**config.mk**
```make
export PLATFORM = sky130hd
export DESIGN_NAME = array_pair_unpacker
export DESIGN_NICKNAME = d
export VERILOG_FILES = /design/src/rtl/array_pair_unpacker.sv
export SDC_FILE = /design/constraint.sdc
export NUM_CORES = 1
export LEC_CHECK = 0
export BUFFER_PORTS_ARGS = -buffer_cell sky130_fd_sc_hd__clkbuf_2
export CAP_MARGIN = 20
export CORE_MARGIN = 1
export CORE_UTILIZATION = 35
export CTS_CLUSTER_DIAMETER = 120
export DETAILED_ROUTE_END_ITERATION = 8
export PLACE_DENSITY = 0.51
export SETUP_SLACK_MARGIN = 0.15
export SYNTH_ARGS = -nofsm -noshare
export SYNTH_HDL_FRONTEND = slang
export SYNTH_SLANG_ARGS = --single-unit
```
**constraint.sdc**
```tcl
create_clock -name clk -period 3.8 [get_ports clk]
set_clock_uncertainty 0.15 [all_clocks]
set_input_delay 0.19 -clock clk [delete_from_list [all_inputs] [get_ports clk]]
set_output_delay 0.19 -clock clk [all_outputs]
set_load 0.005 [all_outputs]
```
**src/rtl/array_pair_unpacker.sv**
```systemverilog
`default_nettype none
// ============================================================================
// Module      : array_pair_unpacker
// Description : Takes one two-element signed array per a_in handshake and
//               emits it on a scalar stream as element 0, element 1 and
//               optionally their saturated sum. Counts completed arrays.
// Revision    : 1.0 - initial release
// ============================================================================
module array_pair_unpacker #(
  parameter int EMIT_SUM = 1,
  parameter int CNT_W    = 16
) (
  input  logic                clk,
  input  logic                rst,
  input  logic [1:0][31:0]    a_in,
  input  logic                a_in_sync,
  output logic                a_in_notify,
  output logic signed [31:0]  c_out,
  input  logic                c_out_sync,
  output logic                c_out_notify,
  output logic [CNT_W-1:0]    pair_count
);

  typedef enum logic [1:0] {
    READ = 2'd0,
    WR0  = 2'd1,
    WR1  = 2'd2,
    WRS  = 2'd3
  } state_t;

  state_t               state_q, state_d;
  logic [1:0][31:0]     pair_q, pair_d;
  logic [31:0]          c_out_q, c_out_d;
  logic [CNT_W-1:0]     cnt_q, cnt_d;
  logic                 a_in_notify_q;
  logic                 c_out_notify_q;

  logic [32:0]          sum_w;
  logic [31:0]          sat_w;

  // 33-bit sign-extended sum so overflow shows up in the top two bits
  assign sum_w = {pair_q[0][31], pair_q[0]} + {pair_q[1][31], pair_q[1]};

  // Clamp the sum to the signed 32-bit range
  always_comb begin
    sat_w = sum_w[31:0];
    if (sum_w[32:31] == 2'b01) begin
      sat_w = 32'h7FFF_FFFF;
    end else if (sum_w[32:31] == 2'b10) begin
      sat_w = 32'h8000_0000;
    end
  end

  // Next-state logic; notify flags are 1 exactly in the states that accept
  // a transfer, so a sync in the right state is itself the transfer
  always_comb begin
    state_d = state_q;
    pair_d  = pair_q;
    c_out_d = c_out_q;
    cnt_d   = cnt_q;
    case (state_q)
      READ: begin
        if (a_in_sync) begin
          pair_d  = a_in;
          c_out_d = a_in[0];
          state_d = WR0;
        end
      end
      WR0: begin
        if (c_out_sync) begin
          c_out_d = pair_q[1];
          state_d = WR1;
        end
      end
      WR1: begin
        if (c_out_sync) begin
          if (EMIT_SUM != 0) begin
            c_out_d = sat_w;
            state_d = WRS;
          end else begin
            cnt_d   = cnt_q + CNT_W'(1);
            state_d = READ;
          end
        end
      end
      WRS: begin
        if (c_out_sync) begin
          cnt_d   = cnt_q + CNT_W'(1);
          state_d = READ;
        end
      end
      default: state_d = READ;
    endcase
  end

  // State, data and registered handshake outputs
  always_ff @(posedge clk or posedge rst) begin
    if (rst) begin
      state_q        <= READ;
      pair_q         <= '0;
      c_out_q        <= '0;
      cnt_q          <= '0;
      a_in_notify_q  <= 1'b1;
      c_out_notify_q <= 1'b0;
    end else begin
      state_q        <= state_d;
      pair_q         <= pair_d;
      c_out_q        <= c_out_d;
      cnt_q          <= cnt_d;
      a_in_notify_q  <= (state_d == READ);
      c_out_notify_q <= (state_d != READ);
    end
  end

  assign a_in_notify  = a_in_notify_q;
  assign c_out_notify = c_out_notify_q;
  assign c_out        = c_out_q;
  assign pair_count   = cnt_q;

endmodule
`default_nettype wire

```
# Yosys cells after proc, flatten, opt, wreduce, memory -nomap -nowiden
# Cells that the tools add are included.
word_totals:
  ff_bits: 116
  elab_cells: 35
  input_bits: 68
  output_inout_bits: 50
classes:
  addsub: 2
  n_mux: 11
  reduce_logical: 7
  eq_ne: 8
ops:
  columns: ["cell", "count"]
  rows:
  - ["$mux 32", 5]
  - ["$pmux 32 s3", 1]
  - ["$add 32x32->33", 1]
  - ["$add 16x1->16 const B", 1]
  - ["$mux 2", 4]
  - ["$pmux 2 s4", 1]
  - ["$eq 2x2->1 const B", 3]
  - ["$ne 2x2->1 const B", 3]
  - ["$eq 2x1->1 const B", 2]
  - ["$logic_not 2->1", 2]
  - ["$reduce_and 2->1", 2]
  - ["$reduce_and 4->1", 1]
  - ["$reduce_bool 3->1", 1]
  - ["$reduce_bool 2->1", 1]

# Depth between registers and ports, before layout
logic_depth:
  word_depth: 6
  mapped_depth: 12
  mapped_depth_nobuf: 11

# Worst setup path after synthesis
# Ideal clock, no wire load.
synth_path:
  kind: "register to register"
  startpoint: "register pair_q[0] (netlist bit)"
  endpoint: "register c_out_q[30], in the netlist c_out[30]"
  t_required_ps: 3556
  setup_ps: 94
  stages_incl_launch_ff: 12
  n_path_buf: 0
  slack_ps: 517
  arrival_time_ps: 3040
  synth_period_minus_slack_ps: 3283
  path_cell_list: "dfrtp_1 ha_1 fa_1 a211oi_1 o21ai_1 o211ai_2 or3b_2 a31oi_1 a41o_2 mux2i_1 a32oi_2 a221oi_2"
synth_via:
  elab_chain_len: 6
  word_cells_on_any_way: 7
  cone_classes: "1 x add/sub; 2 x eq/ne; 4 x mux"
synth_lines:
  columns: ["item", "line_no", "rtl"]
  rows:
  - ["start, declared", "32", "logic [1:0][31:0] pair_q, pair_d;"]
  - ["start signal, assigned", "107", "pair_q <= pair_d;"]
  - ["$add 32x32->33 *", "42", "assign sum_w = {pair_q[0][31], pair_q[0]} + {pair_q[1][31], pair_q[1]};"]
  - ["$eq 2x2->1", "49", "end else if (sum_w[32:31] == 2'b10) begin"]
  - ["$mux 32", "49", null]
  - ["$mux 32 *", "47", "if (sum_w[32:31] == 2'b01) begin"]
  - ["$mux 32 *", "76", "if (c_out_sync) begin"]
  - ["$pmux 32 s3 *", "61", "case (state_q)"]
  - ["end signal, assigned", "108", "c_out_q <= c_out_d;"]
  - ["end, declared", "33", "logic [31:0] c_out_q, c_out_d;"]
# Every way passes the cells marked *; elsewhere a longest branch is shown, timed or not. The select of a mux whose other input is x is not followed.
# A chain may end at the register's enable or synchronous reset.

# Worst setup path after layout
# Ends and elaborated chain as after synthesis.

==> metrics.txt <==
Leakage=4.06 nW; worst skew pair latency=0.42 ns; final wirelength=18.5 mm; Clock Path Buffers=2; DRT iter0 DRCs=288; clock root buffer=clkbuf_16; drt pass-1 iters=4; flops & latches, synth=116; sequential fraction of the synthesis area=41.5%; Max Cap Viol=0; hpwl dp=13.0 mm; RSZ-0062 raised after global routing=true; Worst-path clk slew=0.05 ns; Crit Reg-Reg Endpoint=c_out[30]; Detail Route Antenna Nets=0; Congestion Overflow GR=0; Worst Setup End Kind=flip-flop; Netlist cell types=63; fill count=1928; GRT Util Overall=19.1%; CTS tree=yes; Post-CTS Setup Bufs=0; Vias=5893; Fmax achieved=289 MHz; Crit path largest cell delay=0.49 ns; gr busiest metal=met2; IO Port Bufs=117; hold_sp=a_in_sync; Total Die Area=0.0205 sq mm; CTS Sinks=116; Critical-path top delay cell=or3b_2; worst slew pin tran=0.823 ns; Initial Util=35.8%; Final min period=3.46 ns; power per standard cell area=1090 mW/mm^2; crit path cell chain=ha_1 -> fa_2 -> a211oi_2 -> o21ai_2 -> o211ai_2 -> or3b_2 -> a31oi_2 -> a41o_2 -> mux2i_1 -> a32oi_2 -> a221oi_2; Startpoint Class=flip-flop; worst hold stages=3; Final setup viols=0; Synth top area share=41.2%; Peak VDD IR=0.000424 V; vias in the first global route=6034; Worst Hold Path EP=state_q[0]; cell area after synthesis=0.00699 sq mm; first-pass GRT wire length=30.6 mm; critical path arrival=3.64 ns; layout cell share with drive strength beyond 1=28.5%; Critical path buffers and inverters=0; GR Util met3=3.80%; Hold/Removal Path Class=input port to flip-flop; Die W=143 um; largest net degree at the start of global routing=66; syn avg cell area=9.77 sq um; final count of pins violating max slew=0; Post-synth EDFFs=0; Area growth, synth to finish=30.1%; FP Rows=51; met1 usage=24.3%; Ports=118; core area=0.0195 sq mm; hold violation count in the final report=0; Post-Synthesis Cells=716; antenna violations before repair=0; Antenna Diode Count=0; Worst R2R Path Depth=11; Final nets=996; Tcrit/Tclk final=91.1%; yosys warns=0; Setup TNS Final=0 ns; met2 usage in global routing=32.4%; Reg-to-Reg Start=pair_q[0]; Largest delay share family, worst path=compound AO/OA/AOI/OAI gates; Worst slew margin=45.1%; R2R Setup Slk=0.34 ns; total CTS buffers=17; drt via density=5.05; CTS H-tree depth=4; kind of critical path=flip-flop to flip-flop; CP required=3.98 ns; syn_nets=824; WL/cell=15.9 um; WHS=0.0290 ns; Yosys top cell by area=dfrtp_1; Final GP Congestion=0.877; Post-synth top flop=dfrtp_1; status=finished, final reports clean; DRC=0; Synth area leaders=dfrtp_1 (41%), mux2_2 (11%), ha_1 (7.0%), a21oi_1 (4.7%), nand2_1 (3.8%); Die Ht=143 um; crit-path max FO=4; Async S/R FF share, synth=100%
logic make-up (layout without fill, tap and decap cells):
logic type	Yosys count	in the layout	share of synthesized area, %
buffers and inverters	56	241	3.77
muxes	69	69	11.1
DFF	116	116	41.5
AOI/OAI and AO/OA	212	212	19.7
adders and majority gates	41	41	7.41
and+or+nand+nor	180	180	11.3
xor gates and xnor gates	42	42	5.26
layout by cell type (no fill, tap or decap), drive strengths merged, types with 11 or more instances in the layout:
cell	netlist	final
a21o	12	12
a21oi	66	66
a22oi	27	27
buf	16	11
clkbuf	25	137
dfrtp	115	115
dlygate4sd3	0	66
ha	39	39
inv	15	16
mux2	66	66
nand2	71	71
nand3	14	14
nor2	60	60
o21ai	57	57
xnor2	27	27
xor2	15	15
how the worst max path moves through the flow:
| stage | startpoint | endpoint | slack [ns] | cells past startpoint |
|---|---|---|---|---|
| floorplan | rst | c_out[0] | 0.39 | 1 |
| global placement | pair_q[0] | c_out[30] | 0.24 | 11 |
| detailed placement | pair_q[0] | c_out[30] | 0.14 | 11 |
| CTS | pair_q[0] | c_out[30] | 0.18 | 11 |
| global route | pair_q[32] | c_out[30] | 0.13 | 11 |
| finish | pair_q[0] | c_out[30] | 0.34 | 11 |
tightest hold or removal path: cells and delay by family:
family | cells | cell delay (ns)
muxes | 1 | 0.14
AOI/OAI and AO/OA | 1 | 0.10
buffers and inverters | 1 | 0.11
report_power, final:
part	switching, mW	internal, mW	leakage, nW
logic	3.40	2.56	2.39
clock network	0.615	1.06	0.281
registers	0.424	1.85	1.39
layout make-up:
class / instances / area (sq um) / share of cell area, %
clock buffers: 20 / 457 / 5.02
clock inverters: 12 / 154 / 1.69
multi-input cells: 544 / 3870 / 42.5
flip-flops and latches: 116 / 2900 / 31.9
inverters: 15 / 58.8 / 0.646
repair buffers: 194 / 1330 / 14.6
well taps: 265 / 332 / 3.64
synth_stat cells, types with 4 or more instances:
library cell / number
and3_1: 7
o21ai_0: 52
nand2_1: 71
o211ai_1: 7
o21ai_1: 4
a211oi_1: 5
buf_2: 9
a21oi_1: 66
inv_1: 15
a21o_1: 9
nand3_1: 14
clkbuf_1: 24
mux2_2: 66
o21bai_1: 4
dfrtp_1: 115
nor3_1: 7
a22oi_1: 27
ha_1: 39
xor2_1: 15
nand4_1: 9
nor2_1: 60
xnor2_1: 27
a31oi_1: 7
through the flow:
stage	cell area [sq um]	cells	power, mW	worst slack (ns)	utilization (%)
after floorplan	6990	716	6.69	0.389	-
after global placement	7810	1068	8.07	0.242	40.0
after detailed placement	7810	1068	8.15	0.143	40.0
after CTS	9090	1166	9.96	0.179	46.5
after global routing	9100	1166	10.8	0.134	46.6
final	9100	1166	9.92	0.339	46.6
state kept, by name (all words and copies together) (netlist names):
name and flops:
a_in_notify 1, state_q 2, c_out 32, pair_count 16
c_out_notify 1, pair_q 64
metal layers:
| layer | vias up | share of wire [%] |
|---|---|---|
| met2 | 104 | 48 |
| met1 | 2846 | 47 |
| met4 | 0 | 1.4 |
| met3 | 19 | 3.3 |
| li1 | 2924 | - |
| met5 | - | 0 |
timing repair:
| item | CTS | global route |
|---|---|---|
| setup endpoints to repair | 1 | 10 |
| endpoints found under the hold margin | 156 | 0 |
| hold buffers | 66 | 0 |
| resized for setup | 1 | 4 |
| pin swaps | 0 | 0 |
(Power assumes the default switching activity.)
